===== src/rtl/mod_center_lift.sv =====
// Streaming centered lift: maps residues in [0,Q) to signed representatives in
// [-(Q-1)/2, Q/2] through a two-stage valid/ready pipeline with boundary and error tagging.
module mod_center_lift #(
    parameter int unsigned W     = 8,
    parameter int unsigned WW    = 2 * W,
    parameter int unsigned Q     = 17,
    parameter int unsigned N     = 16,
    parameter int unsigned CNT_W = 32
) (
    input  logic                 clk,
    input  logic                 rst,
    input  logic                 in_valid,
    output logic                 in_ready,
    input  logic [W-1:0]         in_data,
    output logic                 out_valid,
    input  logic                 out_ready,
    output logic signed [WW-1:0] out_data,
    output logic                 out_last,
    output logic                 out_err,
    output logic                 err_sticky,
    input  logic                 err_clear,
    output logic [CNT_W-1:0]     sample_count
);

    localparam int unsigned IDX_W = (N > 1) ? $clog2(N) : 1;
    localparam logic [W-1:0]     Q_W      = W'(Q);
    localparam logic [W-1:0]     HALF_W   = W'(Q >> 1);
    localparam logic [WW-1:0]    Q_WW     = WW'(Q);
    localparam logic [IDX_W-1:0] LAST_IDX = IDX_W'(N - 1);

    logic [IDX_W-1:0] idx_q, idx_d;
    logic             s1_valid_q, s1_valid_d;
    logic [W-1:0]     s1_r_q, s1_r_d;
    logic             s1_err_q, s1_err_d;
    logic             s1_neg_q, s1_neg_d;
    logic             s1_last_q, s1_last_d;
    logic             out_valid_q, out_valid_d;
    logic [WW-1:0]    out_data_q, out_data_d;
    logic             out_last_q, out_last_d;
    logic             out_err_q, out_err_d;
    logic             err_sticky_q, err_sticky_d;
    logic [CNT_W-1:0] cnt_q, cnt_d;

    logic s2_free;
    logic in_ready_c;
    logic in_fire;
    logic out_fire;
    logic [WW-1:0] r_ext;

    always_comb begin
        s2_free    = !out_valid_q || out_ready;
        in_ready_c = !rst && (!s1_valid_q || s2_free);
        in_fire    = in_valid && in_ready_c;
        out_fire   = out_valid_q && out_ready;
        r_ext      = {{(WW - W){1'b0}}, s1_r_q};

        idx_d        = idx_q;
        s1_valid_d   = s1_valid_q;
        s1_r_d       = s1_r_q;
        s1_err_d     = s1_err_q;
        s1_neg_d     = s1_neg_q;
        s1_last_d    = s1_last_q;
        out_valid_d  = out_valid_q;
        out_data_d   = out_data_q;
        out_last_d   = out_last_q;
        out_err_d    = out_err_q;
        err_sticky_d = err_sticky_q;
        cnt_d        = cnt_q;

        if (in_fire) begin
            idx_d = (idx_q == LAST_IDX) ? '0 : idx_q + 1'b1;
        end

        // S1 loads whenever it can accept; an idle input empties it once it has drained.
        if (in_ready_c) begin
            s1_valid_d = in_valid;
            if (in_valid) begin
                s1_r_d    = in_data;
                s1_err_d  = (in_data >= Q_W);
                s1_neg_d  = (in_data < Q_W) && (in_data > HALF_W);
                s1_last_d = (idx_q == LAST_IDX);
            end
        end

        if (s2_free) begin
            out_valid_d = s1_valid_q;
            if (s1_valid_q) begin
                out_last_d = s1_last_q;
                out_err_d  = s1_err_q;
                if (s1_err_q) begin
                    out_data_d = '0;
                end else if (s1_neg_q) begin
                    out_data_d = r_ext - Q_WW;
                end else begin
                    out_data_d = r_ext;
                end
            end
        end

        // A new error transfer takes priority over a same-cycle clear.
        if (out_fire && out_err_q) begin
            err_sticky_d = 1'b1;
        end else if (err_clear) begin
            err_sticky_d = 1'b0;
        end

        if (out_fire) begin
            cnt_d = cnt_q + 1'b1;
        end
    end

    always_ff @(posedge clk or posedge rst) begin
        if (rst) begin
            idx_q        <= '0;
            s1_valid_q   <= 1'b0;
            s1_r_q       <= '0;
            s1_err_q     <= 1'b0;
            s1_neg_q     <= 1'b0;
            s1_last_q    <= 1'b0;
            out_valid_q  <= 1'b0;
            out_data_q   <= '0;
            out_last_q   <= 1'b0;
            out_err_q    <= 1'b0;
            err_sticky_q <= 1'b0;
            cnt_q        <= '0;
        end else begin
            idx_q        <= idx_d;
            s1_valid_q   <= s1_valid_d;
            s1_r_q       <= s1_r_d;
            s1_err_q     <= s1_err_d;
            s1_neg_q     <= s1_neg_d;
            s1_last_q    <= s1_last_d;
            out_valid_q  <= out_valid_d;
            out_data_q   <= out_data_d;
            out_last_q   <= out_last_d;
            out_err_q    <= out_err_d;
            err_sticky_q <= err_sticky_d;
            cnt_q        <= cnt_d;
        end
    end

    assign in_ready     = in_ready_c;
    assign out_valid    = out_valid_q;
    assign out_data     = out_data_q;
    assign out_last     = out_last_q;
    assign out_err      = out_err_q;
    assign err_sticky   = err_sticky_q;
    assign sample_count = cnt_q;

endmodule


===== config.mk =====
export PLATFORM = sky130hd
export DESIGN_NAME = mod_center_lift
export DESIGN_NICKNAME = d
export VERILOG_FILES = /design/src/rtl/mod_center_lift.sv
export SDC_FILE = /design/constraint.sdc
export NUM_CORES = 1
export LEC_CHECK = 0
export ABC_AREA = 1
export CAP_MARGIN = 10
export CORE_ASPECT_RATIO = 0.75
export CORE_MARGIN = 2
export CORE_UTILIZATION = 40
export DETAILED_ROUTE_END_ITERATION = 8
export PLACE_DENSITY_LB_ADDON = 0.12
export SLEW_MARGIN = 5
export SYNTH_ARGS = -nofsm -noshare
export SYNTH_HDL_FRONTEND = slang
export SYNTH_SLANG_ARGS = --single-unit
export TNS_END_PERCENT = 10

===== constraint.sdc =====
create_clock -name clk -period 4.2 [get_ports clk]
set_clock_uncertainty 0.15 [all_clocks]
set_input_delay 1.26 -clock clk [delete_from_list [all_inputs] [get_ports clk]]
set_output_delay 1.26 -clock clk [all_outputs]
set_load 0.05 [all_outputs]

* Word-level counts from Yosys, hierarchy flattened
Index checks and enable logic that the tools add are counted.
** Storage, ports and cells
- Output and inout bits :: 53
- Bits in latches :: 0
- Memories :: 0
- RAM bits :: 0
- Register bits after elaboration :: 68
- Memory bits (read-only) :: 0
** Cells by class
- Equality and inequality tests :: 1
- Add/sub/neg operators :: 3
- Mux-type cells :: 5
- Divide/modulo/power cells :: 0
- Bitwise logic cells :: 0
- $lt $le $gt $ge :: 3
- Reductions and logical operators :: 13
- Shifts and indexed selects :: 0
- $mul :: 0
** Operators with widths (number)
- $add A32 B1 Y32 const B :: 1
- $mux W16 :: 2
- $sub A8 B5 Y9 const B :: 1
- $ge A8 B5 Y1 const B :: 1
- $gt A8 B4 Y1 const B :: 1
- $lt A8 B5 Y1 const B :: 1
- $logic_and A1 B1 Y1 :: 5
- $add A4 B1 Y4 const B :: 1
- $eq A4 B4 Y1 const B :: 1
- $mux W4 :: 1
- $reduce_and A2 Y1 :: 2
- $logic_not A1 Y1 :: 3
- $logic_or A1 B1 Y1 :: 2
- $mux W1 :: 2
- $reduce_bool A2 Y1 :: 1

* Longest topological paths before layout
Gate-level depths: netlist (run 1).
- Depth in word-level cells :: 5
- Gate-level depth with buffers :: 8
- Mapped depth without buffers :: 8

* Worst setup path before layout (run 1)
OpenSTA, ideal clock, no wires.
- Kind :: input to output
- From :: input rst
- To :: output in_ready
- Buffers on the path :: 0
- Data arrival time :: 3060 ps
- Data required time :: 2790 ps
- Setup slack :: -270 ps
- Stages on the path :: 3
- Path through :: inv_1 > nand2_1 > inv_1
** On the way
- Cells in the longest elaborated chain, start to end :: 2
** Ends and longest elaborated chain
- from (decl) :: line 11 : input logic rst,
- $logic_not A1 Y1 (no line)
- $logic_and A1 B1 Y1 :: line 52 : in_ready_c = !rst && (!s1_valid_q || s2_free);
- to (decl) :: line 13 : output logic in_ready,
Every way passes these cells.

* Final worst setup path (run 1)
- From :: input out_ready
- To :: output in_ready
** On the way
- Cells in the longest elaborated chain, start to end :: 3
** Ends and longest elaborated chain
- from (decl) :: line 16 : input logic out_ready,
- $logic_or A1 B1 Y1 :: line 51 : s2_free = !out_valid_q || out_ready;
- $logic_or A1 B1 Y1 :: line 52
- $logic_and A1 B1 Y1 :: line 52
Every way passes these cells.

==> results.md, run 1 <==
- Endpoint class of the critical path: output port
- Clock transition at the registers of the reported paths: roughly 0.070 ns
- Vias: 2567
- Number of synthesized register bits: a little over 60
- Max-cap violations: 0
- Sequential element share of the synthesized area: 48.6%
- Height of the chip: 80.7 um
- WP data required: roughly 2.8 ns
- Wire length per cell after detailed routing: about 12 um
- DRT Wirelength: 6.87 mm
- Leading cell type in the layout, fill and taps excluded: sky130_fd_sc_hd__nand2_1
- Sum of overflow across all layers after global routing: 0
- Share of total power in sequential cells: between 40% and 50%
- Initial core utilization: between 40 and 50%
- Post-CTS repair timing setup buffer count: 0
- Largest net degree at the start of global routing: between 60 and 70
- Final count of negative-setup-slack endpoints: 0
- Sw Share: between 30 and 40%
- Hold Crit Class: register to register
- Critical setup path kind: input pin to output port
- Combinational group share of total power: 27.2%
- Standard cell core area: about 0.0075 sq mm
- Number of enable-type register cells in the synthesized netlist: 0
- Max Fanout on Critical Path: 2
- Via count of the first global-routing pass: 2395
- Number of buffers on the longest clock path: 2
- Proportion of synthesized flip-flops having asynchronous set or reset: 100%
- Worst slew margin: about 47%
- # fillers: about 700
- End of the worst register-to-register path: out_data[14]$_DFFE_PP0P_
- Yosys synthesis warning count: 0
- Post-Route Setup TNS: 0 ns
- Hold_buf cts: 0
- Number of nets in the layout: around 470
- Status: finished, final reports clean
- Antenna diodes: 0
- Critical Path Start: out_ready
- First-pass GRT wire length: between 10 and 15 mm
- Number of cells in the design after placement: 539
- Post-route DRC violation count: 0
- Total number of placement rows: 27
- Synth cell types: 30
- CTS tree: done
- Area of combinational cells with multiple inputs: 0.00134 sq mm
- Fraction of power consumed by the clock network: 32.7%
- Arrival @ worst endpoint: ~2.3 ns
- Internal cell power: 1260 uW
- Critical Path Max Stage Delay: 0.47 ns
- Time the final worst path needs with I/O delays and setup: ~3.7 ns
- Critical-path top delay cell: sky130_fd_sc_hd__clkdlybuf4s50_1
- Startpoint type of the worst setup path: input pin
- Clock net sink count: 61
- Most common cell type on the critical path: sky130_fd_sc_hd__nand2_1
- Via density per instance: approximately 4.6
- Clock root buffer: sky130_fd_sc_hd__clkbuf_8
- Least-Margin Pin Slew: 0.802 ns
- Total count of hold-check failures in the final report: 0
- Later-pin clock latency in the skew report: between 0.3 and 0.4 ns
- Register-to-Register Path Depth: 7
- Number of top-level pins: 66
- Total power density per cell area: roughly 470 mW/mm^2
- Final-report max-slew violation count: 0
- Register Area: 0.00153 sq mm
- Overall global routing resource usage: 17.9%
- Post-synthesis instance total: about 380
- Beginning of the worst register-to-register path: out_valid$_DFFE_PP0P_
- DPL Wire Length: between 5 and 6 mm
- Layout cells sized above 1: under 10%
- Total die area: 0.00858 sq mm
- Remaining antenna violation count after routing: 0
- Post-CTS sizing: 0
- Final Non-Filler Cells: ~560
- Buf/Inv on CP: 3
- Register-to-Register Setup Slack: 2.26 ns
- Switch Pwr: 659 uW
- Static leakage: ~0.002 uW
- Die X: approximately 110 um
- First drt pass iteration count: 4
- Iteration-0 DRC count of the detailed router: between 100 and 150
- CP Cell Sequence: clkdlybuf4s50_1 -> nor2_1 -> nand2_1 -> nand2_1 -> inv_1 -> buf_4
- Maximum clock rate: 269 MHz
- Maximum ir drop on the vdd rail: 0.000331 V
- Most used DFF post-synth: sky130_fd_sc_hd__dfrtp_1
- Setup repair after global routing missed its margin: false
- Number of buffer cells added on primary ports: 65
- Area of the mapped netlist: between 0.003 and 0.004 sq mm
- Period utilisation layout: 88.6%
- Depth of the critical timing path with buffers and inverters included: 6
- Synthesized netlist net count: around 400
- TritonCTS Buffers: 9
- Commonest cells after routing, fill and taps aside: sky130_fd_sc_hd__nand2_1 (120), sky130_fd_sc_hd__clkdlybuf4s50_1 (64), sky130_fd_sc_hd__dfrtp_1 (61)
- CTS H-Tree Depth: 3
- Capturing element of the worst setup path: in_ready
- Layout area overhead: 30.3%
- Crit-path leading delay family: buffers and inverters
- GP Congestion: approximately 0.76
- Antenna violations before repair: 0
- Post-synthesis average cell area: about 8.2 sq um
[synth_stat cells, types with 4 or more instances]
cell type | count | area (sq um)
sky130_fd_sc_hd__buf_4 | 7 | 52.6
sky130_fd_sc_hd__o21ai_0 | 11 | 55.1
sky130_fd_sc_hd__xnor2_1 | 11 | 96.3
sky130_fd_sc_hd__o21ai_1 | 11 | 55.1
sky130_fd_sc_hd__dfrtp_1 | 61 | 1530
sky130_fd_sc_hd__a21oi_1 | 4 | 20.0
sky130_fd_sc_hd__inv_1 | 47 | 176
sky130_fd_sc_hd__nand3_1 | 22 | 110
sky130_fd_sc_hd__nor2_1 | 28 | 105
sky130_fd_sc_hd__nor2_2 | 7 | 43.8
sky130_fd_sc_hd__nand2_1 | 120 | 450
sky130_fd_sc_hd__xor2_1 | 13 | 114
sky130_fd_sc_hd__nand4_1 | 11 | 68.8
[cells by family (layout without fill, tap and decap cells)]
group	Yosys count	after routing	synth area share, %
xor+xnor	24	24	6.70
flops	61	61	48.6
compound gates	27	27	4.34
simple gates	206	206	30.4
fa+ha+maj	3	3	1.20
buf+inv	62	133	8.73
[flip-flops by register name, summed over array words and instances, names as in the netlist, 4 cells and up]
signal	count
idx_q	4
s1_r_q	8
out_data	9
sample_count	32
[how the worst min path moves through the flow]
stage,startpoint,endpoint,slack [ns],cells after the start
floorplan,s1_r_q[7]$_DFFE_PP0P_,out_data[14]$_DFFE_PP0P_,0.30,1
global placement,out_data[3]$_DFFE_PP0P_,out_data[3]$_DFFE_PP0P_,0.32,2
detailed placement,out_data[1]$_DFFE_PP0P_,out_data[1]$_DFFE_PP0P_,0.32,2
CTS,s1_r_q[7]$_DFFE_PP0P_,out_data[14]$_DFFE_PP0P_,0.34,1
global route,out_data[7]$_DFFE_PP0P_,out_data[7]$_DFFE_PP0P_,0.36,2
finish,out_data[3]$_DFFE_PP0P_,out_data[3]$_DFFE_PP0P_,0.33,2
[worst reg2reg max path, stage by stage (launching register included)]
cell and delay [ns]:
sky130_fd_sc_hd__dfrtp_1 0.42, sky130_fd_sc_hd__inv_1 0.07, sky130_fd_sc_hd__nor2_1 0.05, sky130_fd_sc_hd__inv_1 0.07, sky130_fd_sc_hd__nand2_1 0.31, sky130_fd_sc_hd__nor2_2 0.45, sky130_fd_sc_hd__nand4_1 0.19, sky130_fd_sc_hd__o21ai_1 0.16
[per-stage QoR]
step	setup slack [ns]	hold slack [ns]	utilization (%)	instance area, sq um	total power [uW]
6_report	0.481	0.333	54.8	4090	1910
5_1_grt	0.442	0.363	54.8	4090	2020
3_3_place_gp	0.497	0.317	51.5	3850	1300
3_5_place_dp	0.477	0.324	51.5	3850	1310
2_1_floorplan	0.214	0.295	-	3140	1120
4_1_cts	0.469	0.338	54.8	4090	1940
[power groups by stage]
stage	clock (uW)	sequential, uW	combinational (uW)
final	625	769	521
after global routing	668	786	564
after detailed placement	0	780	526
after global placement	0	779	518
after CTS	640	770	526
after floorplan	0	950	174
[layer usage]
layer | vias up | GRT usage [%] | share of wire [%]
met5 | - | 0 | 0
met4 | 0 | 5.92 | 0.92
met3 | 8 | 4.95 | 6.2
met2 | 70 | 23.3 | 38
met1 | 1167 | 28.1 | 55
li1 | 1322 | - | -
[area by class of cell]
class | count | area share, %
flip-flops and latches | 61 | 37.3
clock buffers | 13 | 4.37
well taps | 101 | 3.09
repair buffers | 67 | 16.2
clock inverters | 3 | 1.59
multi-input cells | 260 | 32.7
inverters | 50 | 4.68
(Power assumes the default switching activity.)
==> inputs of run 2 (changes only) <==
--- a/config.mk
+++ b/config.mk
@@ -5,14 +5,13 @@
 export SDC_FILE = /design/constraint.sdc
 export NUM_CORES = 1
 export LEC_CHECK = 0
-export ABC_AREA = 1
 export CAP_MARGIN = 10
 export CORE_ASPECT_RATIO = 0.75
 export CORE_MARGIN = 2
 export CORE_UTILIZATION = 40
 export DETAILED_ROUTE_END_ITERATION = 8
 export PLACE_DENSITY_LB_ADDON = 0.12
-export SLEW_MARGIN = 5
+export SLEW_MARGIN = 20
 export SYNTH_ARGS = -nofsm -noshare
 export SYNTH_HDL_FRONTEND = slang
 export SYNTH_SLANG_ARGS = --single-unit
==> results.md, run 2 <==
- Largest cells by area after synthesis: sky130_fd_sc_hd__dfrtp_1 (54%), sky130_fd_sc_hd__xnor2_1 (6.5%), sky130_fd_sc_hd__xor2_1 (5.6%)
- Startpoint type of the worst setup path: input pin
- Remaining antenna violation count after routing: 0
- Static leakage: roughly 0.0016 uW
- Most used DFF post-synth: sky130_fd_sc_hd__dfrtp_1
- First drt pass iteration count: 4
- Synthesized netlist net count: 270
- Die X: between 100 and 150 um
- TritonCTS Buffers: 9
- Commonest cells after routing, fill and taps aside: sky130_fd_sc_hd__clkdlybuf4s50_1 (64), sky130_fd_sc_hd__dfrtp_1 (61), sky130_fd_sc_hd__nand2_1 (28)
- Total die area: between 0.007 and 0.008 sq mm
- Initial core utilization: about two fifths
- Max-cap violations: 0
- Largest net degree at the start of global routing: 62
- Least-Margin Pin Slew: 0.789 ns
- CTS H-Tree Depth: 3
- Register-to-Register Path Depth: 4
- Number of top-level pins: 66
- Register-to-Register Setup Slack: 2.10 ns
- Number of buffer cells added on primary ports: 65
- Clock root buffer: sky130_fd_sc_hd__clkbuf_8
- GP Congestion: just over 0.7
- Flip-flop count of the largest register after layout: 32
- Endpoint class of the critical path: output port
- Hold Crit Class: register to register
- Final count of negative-setup-slack endpoints: 0
- Status: finished, final reports clean
- CTS tree: done
- Clock net sink count: between 60 and 70
- Worst slew margin: 47.2%
- Post-CTS sizing: 0
- Critical setup path kind: input pin to output port
- Setup repair after global routing missed its margin: false
- Post-route DRC violation count: 0
- Register Area: roughly 0.0015 sq mm
- Iteration-0 DRC count of the detailed router: 41
- Via count of the first global-routing pass: between 1500 and 2000
- Area of combinational cells with multiple inputs: 0.00118 sq mm
- Arrival @ worst endpoint: ~2.4 ns
- Max Fanout on Critical Path: 6
- WP data required: around 2.8 ns
- Commonest cells in the netlist: sky130_fd_sc_hd__dfrtp_1 (61), sky130_fd_sc_hd__nand2_1 (28), sky130_fd_sc_hd__xnor2_1 (21)
- Number of synthesized register bits: about 60
- Worst hold path startpoint: out_data[7]$_DFFE_PP0P_
- Wire length per cell after detailed routing: 13.6 um
- Area of the mapped netlist: approximately 0.0028 sq mm
- Maximum ir drop on the vdd rail: 0.000378 V
- Beginning of the worst register-to-register path: sample_count[3]$_DFFE_PP0P_
- Maximum clock rate: approximately 260 MHz
- Synth top area share: between 50% and 60%
- Post-synthesis average cell area: around 11 sq um
- Via density per instance: around 5
- Library cell with the largest summed area after synthesis: sky130_fd_sc_hd__dfrtp_1
- Total power density per cell area: around 490 mW/mm^2
- Layout cells sized above 1: 9.97%
- Total length of routed met2 wires: roughly 2.3 mm
- Total length of routed met3 wires: 271 um
- Worst Hold Endpoint: out_data[7]$_DFFE_PP0P_
- Post-synthesis instance total: roughly 250
- Yosys synthesis warning count: 0
- Layout area overhead: 30.4%
- Period utilisation layout: about nine tenths
- Worst Hold Margin: 0.326 ns
- Final-report max-slew violation count: 0
- Time the final worst path needs with I/O delays and setup: between 3 and 4 ns
- Synth cell types: 33
- Number of buffers on the longest clock path: 2
- Top-count cell post-synth: sky130_fd_sc_hd__dfrtp_1
- Antenna diodes: 0
- Later-pin clock latency in the skew report: ~0.33 ns
- Max layer used: met4
- Standard cell core area: 0.00680 sq mm
- Overall global routing resource usage: approximately 16%
- Vias: 2011
- Cells on Worst Hold Path: 2
- Proportion of synthesized flip-flops having asynchronous set or reset: 100%
- End of the worst register-to-register path: sample_count[31]$_DFFE_PP0P_
- Post-Route Setup TNS: 0 ns
- DRT Wirelength: around 5.5 mm
- Total number of placement rows: 26
- Antenna violations before repair: 0
- Sequential element share of the synthesized area: 54.3%
- Number of enable-type register cells in the synthesized netlist: 0
- Routed length on met1: between 2 and 3 mm
- Sum of overflow across all layers after global routing: 0
- First-pass GRT wire length: 9.33 mm
- Post-CTS repair timing setup buffer count: 0
- Hold_buf cts: 0
- Height of the chip: around 77 um
- DPL Wire Length: between 3 and 4 mm
- # fillers: 624
- Leading cell type in the layout, fill and taps excluded: sky130_fd_sc_hd__clkdlybuf4s50_1
- Total count of hold-check failures in the final report: 0
- Clock transition at the registers of the reported paths: 0.06 ns
- Number of nets in the layout: ~330
## run 2: critical path: stages
cell                              delay (ns)
sky130_fd_sc_hd__clkdlybuf4s50_1        0.57
sky130_fd_sc_hd__nor2b_1                0.10
sky130_fd_sc_hd__a21oi_1                0.29
sky130_fd_sc_hd__buf_12                 0.18
## run 2: routing by layer
layer  global-route usage [%]  vias up
met1                     23.3      947
met5                        0        -
met4                     4.93        0
met2                     20.9       47
li1                         -     1012
met3                     5.60        5
## run 2: kinds of logic (layout without fill, tap and decap cells)
group	after synthesis	count (layout)	share of synthesized area [%]
AO/OA/AOI/OAI	24	24	5.03
multiplexers	12	12	4.80
buffers and inverters	20	87	3.87
adder cells (fa/ha/maj)	3	3	1.33
flip-flops	61	61	54.3
XOR/XNOR	39	39	12.1
AND/OR/NAND/NOR	95	95	18.5
## run 2: worst max path at each step
stage          startpoint              endpoint  slack, ns
2_1_floorplan         rst  idx_q[1]$_DFFE_PP0P_       0.59
3_3_place_gp    out_ready              in_ready       0.42
3_5_place_dp    out_ready              in_ready       0.40
4_1_cts         out_ready              in_ready       0.38
5_1_grt         out_ready              in_ready       0.35
6_report        out_ready              in_ready       0.39
## run 2: stage by stage
stage	power, uW	instances	cell area [sq um]	worst slack, ns	utilization [%]
2_1_floorplan	1170	254	2810	0.591	-
3_3_place_gp	1370	391	3500	0.421	51.5
3_5_place_dp	1370	391	3500	0.397	51.5
4_1_cts	1840	405	3670	0.379	54.0
5_1_grt	1910	405	3670	0.347	54.0
6_report	1810	405	3670	0.386	54.0
## run 2: where the power goes
part           internal (uW)  total [uW]  leakage, uW  switching (uW)
clock                    238         447    0.0000881             209
sequential               690         794     0.000788             104
combinational            216         567     0.000713             351
total                   1140        1810      0.00159             664
## run 2: area by class of cell
class | count | area share [%]
multi-input combinational | 173 | 32.1
clock buffer | 12 | 4.23
inverter | 7 | 0.716
tap | 84 | 2.86
clock inverter | 2 | 0.273
timing repair buffer | 66 | 18.2
sequential | 61 | 41.6
==> inputs of run 3 (changes only) <==
--- a/config.mk
+++ b/config.mk
@@ -5,7 +5,7 @@
 export SDC_FILE = /design/constraint.sdc
 export NUM_CORES = 1
 export LEC_CHECK = 0
-export CAP_MARGIN = 10
+export CAP_MARGIN = 20
 export CORE_ASPECT_RATIO = 0.75
 export CORE_MARGIN = 2
 export CORE_UTILIZATION = 40
==> results of run 3 <==
Same layout as run 2: the final DEF is identical, and so are final timing and power.
==> patch: new RTL, settings of run 1 <==
Take the reset off `out_data_q` and load it in a clocked block of its own.
--- a/src/rtl/mod_center_lift.sv
+++ b/src/rtl/mod_center_lift.sv
@@ -119,5 +119,4 @@
             s1_last_q    <= 1'b0;
             out_valid_q  <= 1'b0;
-            out_data_q   <= '0;
             out_last_q   <= 1'b0;
             out_err_q    <= 1'b0;
@@ -132,5 +131,4 @@
             s1_last_q    <= s1_last_d;
             out_valid_q  <= out_valid_d;
-            out_data_q   <= out_data_d;
             out_last_q   <= out_last_d;
             out_err_q    <= out_err_d;
@@ -138,4 +136,8 @@
             cnt_q        <= cnt_d;
         end
+    end
+
+    always_ff @(posedge clk) begin
+        out_data_q <= out_data_d;
     end
 
Function: differs if rst is asserted again (counterexample within 4 cycles, from zero or initial values and one cycle with rst high); with rst held inactive, the same outputs for 10 cycles.
==> patch against run 1 <==
Synthesized cell count up 1.0%. Wire length up 2.5%. Die area up 2.2%. Final cell count up 1.6%. Fmax up 1.5%. Design area up 1.3%. Sequential cell count unchanged. Count of clock-buffer cells in the layout down 3. Area after synthesis up 2.3%. Worst setup slack better by 55 ps. Clock power down 7.5%. Total power down 6.6%. Sequential share of layout area up 0.63 points.
==> patch: results (changes against run 1) <==
INFO  outcome        run_status=completed
INFO  logic_synthesis yosysSeqAreaShare=48.93% [+0.30 points]
INFO  pwr            p_int=1.168mW [-7.0%]
INFO  global_routing grtUsageMet3=4.762% [-0.19 points]
INFO  logic_synthesis yosys-top-cells-area=sky130_fd_sc_hd__dfrtp_1 41%, sky130_fd_sc_hd__nand2_1 13%, sky130_fd_sc_hd__edfxtp_1 8.4%, sky130_fd_sc_hd__inv_1 5.5%, sky130_fd_sc_hd__nor2_1 3.9%
INFO  logic_synthesis synth-xor-area-share=3.818% [-2.9 points]
INFO  logic_synthesis synth.distinct_cells=33 [+10%]
INFO  worst_setup_path timing.critical_path.arrival=2250ps [-60 ps]
INFO  detailed_routing detail_route.iter0.violations=116 [+0.87%]
INFO  cells_and_area final_nets=470 [+1.1%]
INFO  placed_design  dp.cells=548 [+1.7%]
INFO  logic_synthesis netlist_top_cells_count=115 x sky130_fd_sc_hd__nand2_1, 52 x sky130_fd_sc_hd__dfrtp_1, 47 x sky130_fd_sc_hd__inv_1
INFO  detailed_routing detail_route.vias_per_cell=4.729 [+2.2%]
INFO  placed_design  cell_area_after_placement=3928µm² [+2.1%]
INFO  cells_and_area nFillCells=748 [+8.6%]
INFO  worst_setup_path path_max_fanout=3 [+1]
INFO  placed_design  place.detailed.hpwl=5.249mm [+3.6%]
INFO  placed_design  placement_stage_worst_setup_slack=538.8ps [+62.11 ps]
INFO  cells_and_area multi_input_area=1374µm² [+2.6%]
INFO  logic_synthesis synthAdderAreaFrac=1.169% [-0.027 points]
INFO  global_routing pin_count_of_the_biggest_net_entering_global_routing=53 [-16%]
INFO  sta            max_slew.worst_pin.slew=665.2ps [-136.7 ps]
INFO  detailed_routing detailed_route_wire_length=7.044mm [+2.5%]
INFO  logic_synthesis synth_area_per_cell=8.299µm² [+1.3%]
INFO  global_routing globalRouteMet1Util=26.23% [-1.8 points]
INFO  detailed_routing detailedRoute.firstPassIterationCount=4 [unchanged]
INFO  global_routing grt_usage=17.79% [-0.16 points]
INFO  global_routing first_global_vias=2559 [+6.8%]
INFO  placed_design  place_congestion=0.8414 [+10%]
INFO  global_routing grt_pass1_wl=12.05mm [+1.2%]
INFO  worst_setup_path maximum_cell_stage_delay_along_the_critical_path=450ps [-20 ps]
INFO  worst_hold_path hold_path_startpoint=out_last
INFO  logic_synthesis asyncSetResetFlopFracSynth=85.25% [-15 points]
INFO  detailed_routing wl_per_cell=12.49µm [+0.90%]
## patch: power by group through the flow
stage	logic [mW]	registers, mW	clock network [mW]
3_3_place_gp	0.460	0.760	0
5_1_grt	0.502	0.765	0.620
4_1_cts	0.466	0.751	0.593
6_report	0.461	0.750	0.578
2_1_floorplan	0.183	0.897	0
3_5_place_dp	0.464	0.762	0
## patch: kinds of logic (layout without fill, tap and decap cells)
kind of cell,Yosys count,count (layout)
buffers and inverters,60,132
AOI/OAI and AO/OA,34,34
xor gates and xnor gates,14,14
adders and majority gates,3,3
DFF,61,61
and+or+nand+nor,215,215
## patch: area by class of cell
class | count | area share, %
clock buffers | 10 | 3.082
clock inverters | 6 | 2.085
inverters | 49 | 4.532
multi-input cells | 266 | 33.17
flip-flops and latches | 61 | 37.95
well taps | 105 | 3.172
repair buffers | 67 | 16.01
## patch: final timing paths
path                                         end  slack, ps  depth (start not counted)
worst min register to register          out_last        340                          2
worst min-delay path                    out_last        340                          2
max in group asynchronous                out_err       2060                          3
min in group asynchronous               idx_q[1]       1390                          3
worst max-delay path                    in_ready        540                          6
worst max register to register  sample_count[22]       2530                          8
## patch: per-layer routing
| layer | part of all wire [%] | vias up |
|---|---|---|
| met1 | 54 | 1240 |
| met4 | 0.45 | 0 |
| met2 | 40 | 71 |
| li1 | - | 1352 |
| met5 | 0 | - |
| met3 | 5.8 | 4 |
## patch: worst min-delay path, cell delays in order, from the launching register on
cell and delay (ps):
sky130_fd_sc_hd__dfrtp_1 340, sky130_fd_sc_hd__nand2_1 50, sky130_fd_sc_hd__o21ai_0 60
